### config.mk
export PLATFORM = sky130hd
export DESIGN_NAME = srq_burst_drain
export DESIGN_NICKNAME = d
export VERILOG_FILES = /design/src/rtl/srq_burst_drain.sv
export SDC_FILE = /design/constraint.sdc
export NUM_CORES = 1
export LEC_CHECK = 0
export CELL_PAD_IN_SITES_DETAIL_PLACEMENT = 1
export CELL_PAD_IN_SITES_GLOBAL_PLACEMENT = 1
export CORE_AREA = 2 2 461 463
export CTS_CLUSTER_DIAMETER = 100
export DETAILED_ROUTE_END_ITERATION = 7
export DIE_AREA = 0 0 463 465
export PLACE_DENSITY_LB_ADDON = 0.2
export SLEW_MARGIN = 10
export SYNTH_ARGS = -nofsm -noshare
export SYNTH_HDL_FRONTEND = slang
export SYNTH_SLANG_ARGS = --single-unit
### constraint.sdc
create_clock -name clk -period 2.8 [get_ports clk]
set_input_delay 0.56 -clock clk [delete_from_list [all_inputs] [get_ports clk]]
set_output_delay 0.56 -clock clk [all_outputs]
set_load 0.01 [all_outputs]
### src/rtl/srq_burst_drain.sv
`default_nettype none
// ============================================================================
//  Module   : srq_burst_drain
//  Purpose  : Consumer end of the shift-register queue. Pops one WIDTH-bit
//             word from the queue tail and serializes it, LSB slice first,
//             into BEATS = WIDTH/BEAT_W beats on a valid/ready beat bus.
//             Back-to-back words stream with no bubble; a synchronous flush
//             drops the held word and returns to IDLE.
//  Ports    :
//    clk          in   clock, rising edge
//    rst          in   asynchronous active-low reset
//    q_out_valid  in   queue tail holds a valid word
//    q_data_out   in   queue tail word [WIDTH]
//    q_pop        out  one-cycle pop strobe to the queue
//    flush        in   synchronous abort
//    beat_valid   out  beat_data valid
//    beat_data    out  current beat [BEAT_W]
//    beat_last    out  final beat of the word
//    beat_ready   in   downstream accepts the beat
//    busy         out  high while a word is being sent
//    word_cnt     out  words fully drained [CNT_W], wraps
//  Revision : 1.0  initial release
// ============================================================================
module srq_burst_drain #(
  parameter int WIDTH  = 1024,
  parameter int BEAT_W = 128,
  parameter int CNT_W  = 16
) (
  input  logic              clk,
  input  logic              rst,
  input  logic              q_out_valid,
  input  logic [WIDTH-1:0]  q_data_out,
  output logic              q_pop,
  input  logic              flush,
  output logic              beat_valid,
  output logic [BEAT_W-1:0] beat_data,
  output logic              beat_last,
  input  logic              beat_ready,
  output logic              busy,
  output logic [CNT_W-1:0]  word_cnt
);

  localparam int BEATS = WIDTH / BEAT_W;
  localparam int IDX_W = (BEATS > 1) ? $clog2(BEATS) : 1;
  localparam logic [IDX_W-1:0] LAST_IDX = IDX_W'(BEATS - 1);

  localparam logic [0:0] S_IDLE = 1'b0;
  localparam logic [0:0] S_SEND = 1'b1;

  logic [0:0]       state_q, state_d;
  logic [IDX_W-1:0] idx_q, idx_d;
  logic [WIDTH-1:0] hold_q, hold_d;
  logic [CNT_W-1:0] cnt_q, cnt_d;
  logic             pop_w;
  logic             accept_w;
  logic             last_w;

  // Hold register viewed as an array of beats; element 0 is the LSB slice.
  logic [BEATS-1:0][BEAT_W-1:0] beats_w;
  assign beats_w = hold_q;

  assign beat_valid = (state_q == S_SEND);
  assign busy       = (state_q == S_SEND);
  assign last_w     = (idx_q == LAST_IDX);
  assign beat_last  = beat_valid & last_w;
  assign beat_data  = beats_w[idx_q];
  assign accept_w   = beat_valid & beat_ready;
  assign word_cnt   = cnt_q;

  // The pop strobe is combinational, so it is gated by reset to keep every
  // output low while reset is asserted even if the queue reports valid.
  assign q_pop = rst & pop_w;

  always_comb begin
    state_d = state_q;
    idx_d   = idx_q;
    hold_d  = hold_q;
    cnt_d   = cnt_q;
    pop_w   = 1'b0;

    case (state_q)
      S_IDLE: begin
        if (q_out_valid && !flush) begin
          pop_w   = 1'b1;
          hold_d  = q_data_out;
          idx_d   = '0;
          state_d = S_SEND;
        end
      end
      S_SEND: begin
        if (accept_w) begin
          if (last_w) begin
            cnt_d = cnt_q + CNT_W'(1);
            // Refill in the same cycle as the last accept: no bubble.
            if (q_out_valid && !flush) begin
              pop_w  = 1'b1;
              hold_d = q_data_out;
              idx_d  = '0;
            end else begin
              idx_d   = '0;
              state_d = S_IDLE;
            end
          end else begin
            idx_d = idx_q + IDX_W'(1);
          end
        end
      end
      default: begin
        state_d = S_IDLE;
        idx_d   = '0;
      end
    endcase

    // Flush overrides the next state; an accept in this cycle still counts.
    if (flush) begin
      state_d = S_IDLE;
      idx_d   = '0;
    end
  end

  always_ff @(posedge clk or negedge rst) begin
    if (!rst) begin
      state_q <= S_IDLE;
      idx_q   <= '0;
      hold_q  <= '0;
      cnt_q   <= '0;
    end else begin
      state_q <= state_d;
      idx_q   <= idx_d;
      hold_q  <= hold_d;
      cnt_q   <= cnt_d;
    end
  end

endmodule
`default_nettype wire

After elaboration in Yosys (flattened, before gate mapping):

Cells that the tools add are included.

* order comparisons: 1
* bitwise logic cells: 4
* equality and inequality tests: 5
* reductions and logical operators: 5
* multiplexer cells: 19
* add/sub/neg operators: 2

Operators with widths (count)
* 2-to-1 mux 1024 bit: 3
* one-hot mux 1024 bit (2 select lines): 1
* binary-select mux 128 bit (select 3 bit): 1
* 2-to-1 mux 128 bit: 1
* adder 16 x 1 -> 16 bit, second input constant: 1
* 2-to-1 mux 3 bit: 4
* 2-to-1 mux 1 bit: 6
* one-hot mux 3 bit (2 select lines): 1
* < comparator 3 x 4 -> 1 bit, second input constant: 1
* inequality test 2 x 1 -> 1 bit, second input constant: 2
* one-hot mux 1 bit (2 select lines): 2
* AND reduction 2 bit: 2
* adder 3 x 1 -> 3 bit, second input constant: 1
* AND 1 bit: 3
* == test 3 bit, second input constant: 1
* inequality test 3 x 2 -> 1 bit, second input constant: 1
* inequality test 3 bit, second input constant: 1
* AND reduction 3 bit: 1
* logical AND 1 bit: 1
* zero test 1 bit: 1
* NOT 1 bit: 1

* flip-flop bits (word level): 1044
* output and inout bits: 148
* input bits: 1029
* logic and storage cells: 40

Longest topological paths before layout:

* depth in word-level cells: 7
* mapped depth: 8

Worst setup path before layout:

No wires, ideal clock.

* path type: input port to output port
* start point: input port beat_ready
* end point: output port q_pop
* slack: 0.581 ns
* buffers on the path: 4
* required time: 2.240 ns
* cell stages on the path: 7
* arrival: 1.659 ns
* cells stage by stage: buf_2 nand2_1 a21oi_2 buf_4 buf_6 buf_4 and2_1

* cells in the longest elaborated chain, start to end: 4

RTL lines
* from (decl): line 38 `input logic beat_ready,`
* AND 1 bit: line 67 `assign accept_w = beat_valid & beat_ready;`
* 2-to-1 mux 1 bit: line 91 `if (accept_w) begin`
* one-hot mux 1 bit (2 select lines): line 81 `case (state_q)`
* AND 1 bit: line 72 `assign q_pop = rst & pop_w;`
* to (decl): line 33 `output logic q_pop,`

Every way passes these cells.

Final worst setup path:

* start point: register idx_q[0]
* end point: output port beat_data[38]

* cells in the longest elaborated chain, start to end: 2

RTL lines
* from (decl): line 51 `logic [IDX_W-1:0] idx_q, idx_d;`
* from (signal assigned): line 129 `idx_q <= idx_d;`
* binary-select mux 128 bit (select 3 bit): line 66 `assign beat_data = beats_w[idx_q];`
* 2-to-1 mux 128 bit (implied by the code): line 66
* to (decl): line 36 `output logic [BEAT_W-1:0] beat_data,`

Every way passes these cells. The select of a mux whose other input is x is not followed.

==> metrics.md <==
| Metric | Value |
|---|---|
| Status | complete, but fails checks |
| Failing checks | negative setup slack |
| Clk_lat worst skew | 770 ps |
| DRC | 0 |
| Cells after Synth | 2,708 |
| Layout Cells excl Fill | 7,152 |
| Clk root buf | clkbuf_16 |
| Post-synth cell types | 25 |
| Initial antenna violation count | 122 |
| Vias in the first global route | 33,380 |
| IR drop worst, VDD | 0.0005483 V |
| Final setup violation count | 130 |
| Grt ovf | 0 |
| Crit path max-delay family | buffers and inverters |
| Placed insts | 6,668 |
| CP startpoint kind | flop |
| Die Wd | 463 um |
| Register area share after synthesis | 55.93% |
| RD Place Congestion | 0.8070 |
| Iter 0 DRT Violations | 1,338 |
| Post-DRT Antenna Nets | 0 |
| Syn-to-layout area delta | 52.05% |
| Drt pass-1 iters | 6 |
| Required time of the critical path | 2240 ps |
| Synthesized area | 46,710 sq um |
| CP Max Fanout | 8 |
| Syn Area/Cell | 17.25 sq um |
| Worst path max stage delay | 500 ps |
| First-pass GRT wire length | 262,600 um |
| Starting Density | 22.16% |
| Routed vias | 30,690 |
| Yosys top cell by area | dfrtp_1 |
| Hold_ws | 392.7 ps |
| Area contributors post-synth | dfrtp_1 56%, mux2_2 23%, mux4_2 12% |
| Met3 WL | 14,120 um |
| Min Tclk post-route | 3508 ps |
| Io pins | 1,177 |
| Area occupied by multi-input gates | 19,670 sq um |
| Nets | 5,214 |
| DIE AREA | 215,300 sq um |
| Worst slew pin tran | 991.0 ps |
| DRT Wirelength | 192,000 um |
| Met2 Wirelength | 94,430 um |
| Max Clk Rate | 0.2850 GHz |
| Top-count cell post-synth | dfrtp_1 |
| Synth Flop Type | dfrtp_1 |
| CORE AREA | 210,800 sq um |
| Final setup margin | -708.3 ps |
| Port bufs | 1,176 |
| Chip Height | 465 um |
| Worst path cell trace | buf_12, buf_16, buf_12, buf_12, buf_8, buf_6, mux4_2, mux2_4, buf_6 |
| Rows | 169 |
| CTS tree | done |
| Number of flops mapped to enable cells by yosys | 0 |
| Final Max Slew Viols | 0 |
| Skew final | 28.01 ps |
| CTS H-tree lvls | 4 |
| Period utilization | 125.3% |
| FF+latch area | 26,140 sq um |
| Share of layout cells above drive strength 1 | 44.33% |
| Worst Path Buf+Inv | 7 |
| DR WL/cell | 26.84 um |
| Total of max-cap violations | 0 |
| Clock slew at reported path FFs | 60 ps |
| Routed length on met1 | 77,940 um |
| Worst Hold Class | in -> reg |
| Critical Path Sink Type | output pin |
| Synth warn | 0 |
| RSZ-0062 raised after global routing | yes |
| Placement Setup Slack | -648.1 ps |
| Crit path top cell by count | buf_12 |
| Share of the synthesized area in the top cell type | 55.93% |
| Drt via density | 4.291 |
| Detailed placement HPWL | 140,200 um |
| Hold Violations, Final | 0 |
| Worst Path Arrival | 2950 ps |
| Register bit total from synthesis | 1,044 |
| Slew HR | 33.93% |
| Leak Pwr | 0.02817 uW |
| Ys async rst share | 100.0% |
| Largest net degree at the start of global routing | 156 |
| CTS Buf Count | 137 |
| Power Density | 661.8 nW/um^2 |
| Top layer in use | met5 |
| Syn nets | 3,741 |
| FILL cells | 21,870 |
| Clock buffer depth | 3 |
| Slowest stage cell, crit path | dfrtp_4 |
| Top post-synthesis cells by count | 1,044 x dfrtp_1, 954 x mux2_2, 256 x mux4_2 |
| GRT Total Usage | 17.13% |
| Crit Path Class | reg -> out |
| CTS sink cnt | 1,044 |
[power breakdown]
group	switching, uW	internal (uW)
Sequential	1690	18000
Clock	7160	10600
Combinational	3230	6370
Total	12100	34900
[cell type report]
| cell class | instances | area share, % |
|---|---|---|
| antenna | 47 | 0.1656 |
| clock buffer | 206 | 5.678 |
| clock inverter | 36 | 0.6148 |
| inverter | 2 | 0.01057 |
| multi-input combinational | 1474 | 27.70 |
| sequential | 1044 | 36.80 |
| tap | 2821 | 4.970 |
| timing repair buffer | 1522 | 24.06 |
[layout by cell type, fill, tap and decap left out, types with 2 or more instances in the layout]
cell type,count
nor3_1,2
clkinv_8,2
mux2_1,202
buf_2,2
nor3b_1,3
bufinv_16,7
mux2_4,113
nand3_1,7
inv_1,2
buf_4,96
inv_16,2
clkbuf_2,6
buf_6,196
mux4_2,256
clkbuf_8,26
a21oi_1,4
nand4_1,3
buf_12,85
buf_8,37
clkdlybuf4s50_1,1045
mux2_2,841
clkinv_4,2
xnor2_1,9
nor2_1,8
ha_4,3
buf_16,28
diode_2,47
clkbuf_1,39
and3_1,5
xor2_1,6
dfrtp_4,3
clkinv_2,17
nand2_1,5
inv_6,5
clkbuf_16,165
dfrtp_1,1041
[worst paths after layout]
path                                 startpoint  cells past startpoint             to  slack, ps
worst max register to register         idx_q[0]                     13   beats_w[293]        120
worst min-delay path            q_data_out[780]                      2   beats_w[780]        390
worst min register to register     beats_w[869]                      1   beats_w[869]        480
max in group asynchronous                   rst                      4   beats_w[530]        840
worst max-delay path                   idx_q[0]                      9  beat_data[38]       -710
min in group asynchronous                   rst                      3   beats_w[970]        550
[sequential cells by signal, summed over array words and instances, names as in the netlist]
register and flops:
beats_w 1024, idx_q 3, beat_valid 1, word_cnt 16
[stage by stage]
step | total power, uW | util (%) | TNS [ps] | cell area [sq um]
detailed placement | 28740 | 29.75 | -302090 | 62720
global placement | 28550 | 29.75 | -308600 | 62720
floorplan | 23980 | - | 0 | 46710
global route | 49340 | 33.65 | -86140 | 70950
finish | 47000 | 33.69 | -72170 | 71020
CTS | 47400 | 32.70 | -150730 | 68940
[repair_timing]
item / in CTS / in global routing
endpoints found under the hold margin: 161 / 0
endpoints found under the setup margin: 626 / 1039
hold buffers: 1 / 0
pin swaps: 1 / 1
gates cloned: 10 / 29
setup buffers: 81 / 95
resized for setup: 792 / 274
[layer usage]
metal,GRT usage [%],vias to the layer above
li1,-,13230
met1,20.70,16070
met2,28.61,927
met3,6.245,341
met4,4.729,120
met5,0,-
[logic make-up after synthesis]
kind of cell               synth area share (%)
adders and majority gates                0.1072
muxes                                     40.21
AOI/OAI and AO/OA                       0.06161
and+or+nand+nor                          0.4313
xor gates and xnor gates                 0.2813
buffers and inverters                     2.976
DFF                                       55.93
(Power assumes the default switching activity.)
